<file path="src/rtl/parity_check_stage_pkg.sv">
// +----------------------------------------------------------------------+
// | parity_check_stage_pkg : shared constants and parity helper          |
// | Revision : 1.0                                                       |
// +----------------------------------------------------------------------+
`default_nettype none

package parity_check_stage_pkg;

    localparam int  PAR_EVEN = 0;
    localparam int  SUM_W    = 4;

    // Returns 1 when the three sum bits disagree with an even-parity word.
    function automatic logic parity3(input logic [2:0] i_bits);
        return (^i_bits) ^ 1'(PAR_EVEN);
    endfunction

endpackage

`default_nettype wire

</file>
<file path="src/rtl/parity_check_stage_sat_counter.sv">
// +----------------------------------------------------------------------+
// | sat_counter : up-counter with sync clear, saturating at all-ones     |
// | Revision : 1.0                                                       |
// +----------------------------------------------------------------------+
`default_nettype none

module sat_counter #(
    parameter int W = 4
) (
    input  logic         clk,
    input  logic         rst_n,
    input  logic         inc,
    input  logic         clr,
    output logic [W-1:0] q
);

    logic [W-1:0] r_q;

    always_ff @(posedge clk or negedge rst_n) begin
        if (!rst_n) begin
            r_q <= '0;
        end else if (clr) begin
            r_q <= '0;
        end else if (inc && (r_q != {W{1'b1}})) begin
            r_q <= r_q + W'(1);
        end
    end

    assign q = r_q;

endmodule

`default_nettype wire

</file>
<file path="src/rtl/parity_check_stage.sv">
// +----------------------------------------------------------------------+
// | parity_check_stage : checks adder parity, forwards good results,     |
// | requests retry on bad ones, counts errors and raises a sticky alarm  |
// | Revision : 1.0                                                       |
// +----------------------------------------------------------------------+
`default_nettype none

module parity_check_stage
    import parity_check_stage_pkg::*;
#(
    parameter int CNT_W        = 4,
    parameter int ALARM_THRESH = 3
) (
    input  logic             clk,
    input  logic             rst_n,
    input  logic             in_valid,
    output logic             in_ready,
    input  logic             s0,
    input  logic             s1,
    input  logic             s2,
    input  logic             c2,
    input  logic             p2,
    output logic             out_valid,
    input  logic             out_ready,
    output logic [SUM_W-1:0] sum_out,
    output logic             retry,
    output logic [CNT_W-1:0] err_cnt,
    output logic             alarm,
    input  logic             clr_alarm
);

    localparam int CONS_W = $clog2(ALARM_THRESH + 1);
    localparam logic [CONS_W-1:0] c_THRESH   = CONS_W'(ALARM_THRESH);
    localparam logic [CONS_W-1:0] c_THRESH_1 = CONS_W'(ALARM_THRESH - 1);

    logic             r_out_valid;
    logic [SUM_W-1:0] r_sum;
    logic             r_retry;
    logic             r_alarm;
    logic [CONS_W-1:0] w_consec;

    logic w_accept;
    logic w_mismatch;
    logic w_good_acc;
    logic w_bad_acc;
    logic w_cons_inc;
    logic w_cons_clr;
    logic w_cnt_inc;

    assign in_ready   = !r_out_valid || out_ready;
    assign w_accept   = in_valid && in_ready;
    assign w_mismatch = parity3({s2, s1, s0}) != p2;
    assign w_good_acc = w_accept && !w_mismatch;
    assign w_bad_acc  = w_accept && w_mismatch;

    // Clear takes priority: an error in the clear cycle is not counted.
    assign w_cnt_inc  = w_bad_acc && !clr_alarm;
    assign w_cons_inc = w_cnt_inc && (w_consec != c_THRESH);
    assign w_cons_clr = clr_alarm || w_good_acc;

    sat_counter #(.W(CNT_W)) u_err_cnt (
        .clk   (clk),
        .rst_n (rst_n),
        .inc   (w_cnt_inc),
        .clr   (clr_alarm),
        .q     (err_cnt)
    );

    sat_counter #(.W(CONS_W)) u_consec (
        .clk   (clk),
        .rst_n (rst_n),
        .inc   (w_cons_inc),
        .clr   (w_cons_clr),
        .q     (w_consec)
    );

    always_ff @(posedge clk or negedge rst_n) begin
        if (!rst_n) begin
            r_out_valid <= 1'b0;
            r_sum       <= '0;
        end else if (w_good_acc) begin
            r_out_valid <= 1'b1;
            r_sum       <= {c2, s2, s1, s0};
        end else if (r_out_valid && out_ready) begin
            r_out_valid <= 1'b0;
        end
    end

    always_ff @(posedge clk or negedge rst_n) begin
        if (!rst_n) begin
            r_retry <= 1'b0;
            r_alarm <= 1'b0;
        end else begin
            r_retry <= w_bad_acc;
            if (clr_alarm) begin
                r_alarm <= 1'b0;
            end else if (w_bad_acc && (w_consec >= c_THRESH_1)) begin
                r_alarm <= 1'b1;
            end
        end
    end

    assign out_valid = r_out_valid;
    assign sum_out   = r_sum;
    assign retry     = r_retry;
    assign alarm     = r_alarm;

endmodule

`default_nettype wire

</file>
<file path="config.mk">
export PLATFORM = sky130hd
export DESIGN_NAME = parity_check_stage
export DESIGN_NICKNAME = d
export VERILOG_FILES = /design/src/rtl/parity_check_stage_pkg.sv /design/src/rtl/parity_check_stage_sat_counter.sv /design/src/rtl/parity_check_stage.sv
export SDC_FILE = /design/constraint.sdc
export NUM_CORES = 1
export LEC_CHECK = 0
export BUFFER_PORTS_ARGS = -buffer_cell sky130_fd_sc_hd__buf_2
export CAP_MARGIN = 20
export CORE_MARGIN = 4
export CORE_UTILIZATION = 48
export DETAILED_ROUTE_END_ITERATION = 16
export GPL_TIMING_DRIVEN = 0
export PLACE_DENSITY = 0.76
export SYNTH_ARGS = -nofsm -noshare
export SYNTH_HDL_FRONTEND = slang
export SYNTH_SLANG_ARGS = --single-unit
</file>
<file path="constraint.sdc">
create_clock -name clk -period 1.93 [get_ports clk]
set_clock_uncertainty 0.15 [all_clocks]
set_input_delay 0.2895 -clock clk [delete_from_list [all_inputs] [get_ports clk]]
set_output_delay 0.2895 -clock clk [all_outputs]
set_load 0.02 [all_outputs]
</file>
==> qor.txt <==
Most frequent cell after synthesis: dfrtp_1
Worst setup EP type: flip-flop
Final worst-path cycle share: 0.891
Congestion Overflow GR: 0
Multi-input gate area: 353 um2
Synth Area per Inst: 11.5 um2
Reg2reg end: u_err_cnt.q[0]$_DFFE_PN0P_
Syn. warnings: 0
Fin. Hold Viols: 0
Worst r2r src: out_valid$_DFFE_PN0P_
Post-synth EDFFs: 0
Area grow syn2layout: 22.6%
WP data required: 1950 ps
CTS root buf: clkbuf_4
Area leader, netlist: dfrtp_1
Detail Route Antenna Nets: 0
Max Fclk: 581 MHz
Clock Path Buffers: 2
Synth async-reset ratio: 1.00
#FFs+latches synth: 13
Cts bufs inserted: 3
CP max-delay cell: dfrtp_1
Min Tclk post-route: 1720 ps
Initial drt markers: 8
Chip Height: 46.0 um
Initial Util: 0.519
Worst vdd ir: 0.550 mV
Synth top cells by count: dfrtp_1, nand2_1, mux2_2, nor2_1
R2r setup slk: 210 ps
Pre-CTS setup slack: 66.6 ps
Post-Syn Nets: 73
Setup ws final: 210 ps
First-pass GRT wire length: 2100 um
Unrepaired setup endpoints after global routing: no
N_diodes: 0
Crit Path Class: flip-flop to flip-flop
Worst path cell trace: nand2b_1 -> nand2_1 -> a311oi_2 -> mux2_4
Avg WL per Cell: 13.9 um
FF+latch area: 325 um2
Status: finished clean
Pins Over Slew Limit: 0
Synth Instances: 60
Arrival time worst endpoint: 1740 ps
Filler instances: 114
Relative slew slack: 0.751
Cell row count: 13
Post-Route WL: 1390 um
Lkg Pwr: 0.421 nW
Share of cells above drive strength 1: 0.435
Vias post-DR: 523
Die Area: 0.00211 mm2
Clock latency on the worst-skew pair: 270 ps
Post-synth top area share: 0.470
Startpoint Class: flip-flop
Clock Sinks: 13
Die Width: 46.0 um
Power, Total: 0.754 mW
FF-to-FF path depth: 4
Final non-filler cell total: 100
Buffers on Ports: 20
Initial antenna violation count: 0
Nets: 99
Largest net degree at the start of global routing: 14
Maximum Capacitance Violations: 0
Setup violations, final: 0
Vias in the first global route: 481
Synth top area cells: dfrtp_1, mux2_2, ha_1
Type of the worst min-delay path: input pin to flip-flop
Post-Synthesis Cell Area: 692 um2
DP Wirelength: 1070 um
Setup Buffers After CTS: 0
Top FF cell, synth: dfrtp_1
Slew @ Worst Pin: 370 ps
Reg clk slew, reported paths: 90 ps
Crit Path Max Fanout: 6
Crit path capture: u_err_cnt.q[0]$_DFFE_PN0P_
GPL Wtd Cong: 0.798
Number of remaining DRC errors: 0
Netlist cell types: 26
Vias/cell: 5.23
Tot GR Track Use: 0.139
Crit. Startpoint: out_valid$_DFFE_PN0P_
CTS tree: yes
Power Dens Cells: 889 mW/mm2
Core region area: 0.00133 mm2
Dpl cells: 95
Setup TNS: 0 ps
Register area share after synthesis: 0.470
I/O pin cnt: 22
H-tree depth: 1
CP peak stage delay: 380 ps
DRT Pass-1 Iters: 5
## area by class of cell
class                   instances  area share
flip-flops and latches         13       0.383
clock inverters                 1     0.00590
inverters                       1     0.00442
repair buffers                 21       0.130
plain buffers                   1      0.0118
well taps                      15      0.0221
multi-input cells              45       0.416
clock buffers                   3      0.0265
## worst min path at each step
| stage | startpoint | end | depth (start not counted) |
|---|---|---|---|
| final | c2 | sum_out[3]$_DFFE_PN0P_ | 2 |
| after global routing | c2 | sum_out[3]$_DFFE_PN0P_ | 2 |
| after CTS | c2 | sum_out[3]$_DFFE_PN0P_ | 2 |
| after detailed placement | rst_n | u_err_cnt.q[0]$_DFFE_PN0P_ | 1 |
| after global placement | rst_n | u_err_cnt.q[0]$_DFFE_PN0P_ | 1 |
| after floorplan | rst_n | alarm$_DFFE_PN0P_ | 0 |
## cells by family after synthesis
kind of cell | after synthesis | synth area share
buf+inv | 2 | 0.0199
fa+ha+maj | 3 | 0.0543
xor+xnor | 4 | 0.0723
mux | 6 | 0.101
simple gates | 22 | 0.165
flops | 13 | 0.470
compound gates | 10 | 0.118
## state kept, by name (all words and copies together), names as in the netlist
register	flops
alarm	1
out_valid	1
retry	1
sum_out	4
u_consec.q	2
u_err_cnt.q	4
## stage by stage
step / instance area (um2) / utilization / hold slack, ps
floorplan: 692 / - / -156
global placement: 811 / 0.608 / 41.7
detailed placement: 811 / 0.608 / 40.9
CTS: 848 / 0.636 / 94.9
global route: 848 / 0.636 / 100
finish: 848 / 0.636 / 101
## per-layer routing
layer,up-vias,GRT usage,part of all wire
met5,-,0,0
met4,0,0.0341,0
met3,0,0.0356,0.059
met2,20,0.234,0.48
met1,242,0.176,0.46
li1,261,-,-
## power by group
group	switching, mW	internal, mW	total [mW]
clock network	0.0908	0.0766	0.167
logic	0.142	0.102	0.244
registers	0.0261	0.316	0.342
total	0.259	0.495	0.754
## worst max-delay path, delay by kind of cell, from the launching register on
kind               cells  cell delay, ps
AOI/OAI and AO/OA      1             380
DFF                    1             380
muxes                  1             330
and+or+nand+nor        2             380
## cells in the final DEF, fill, tap and decap left out, types with 3 or more instances in the layout
master and instances:
buf_2 20, dfrtp_1 13, nand2_1 5, mux2_2 4, nor2_1 4, nand2b_1 3, ha_1 3, clkbuf_4 3
## what timing repair did
item,4_1_cts,5_1_grt
hold endpoints to repair,13,0
hold buffers,1,0
resized for setup,0,0
No activity file was read; power rests on OpenSTA's default activity.
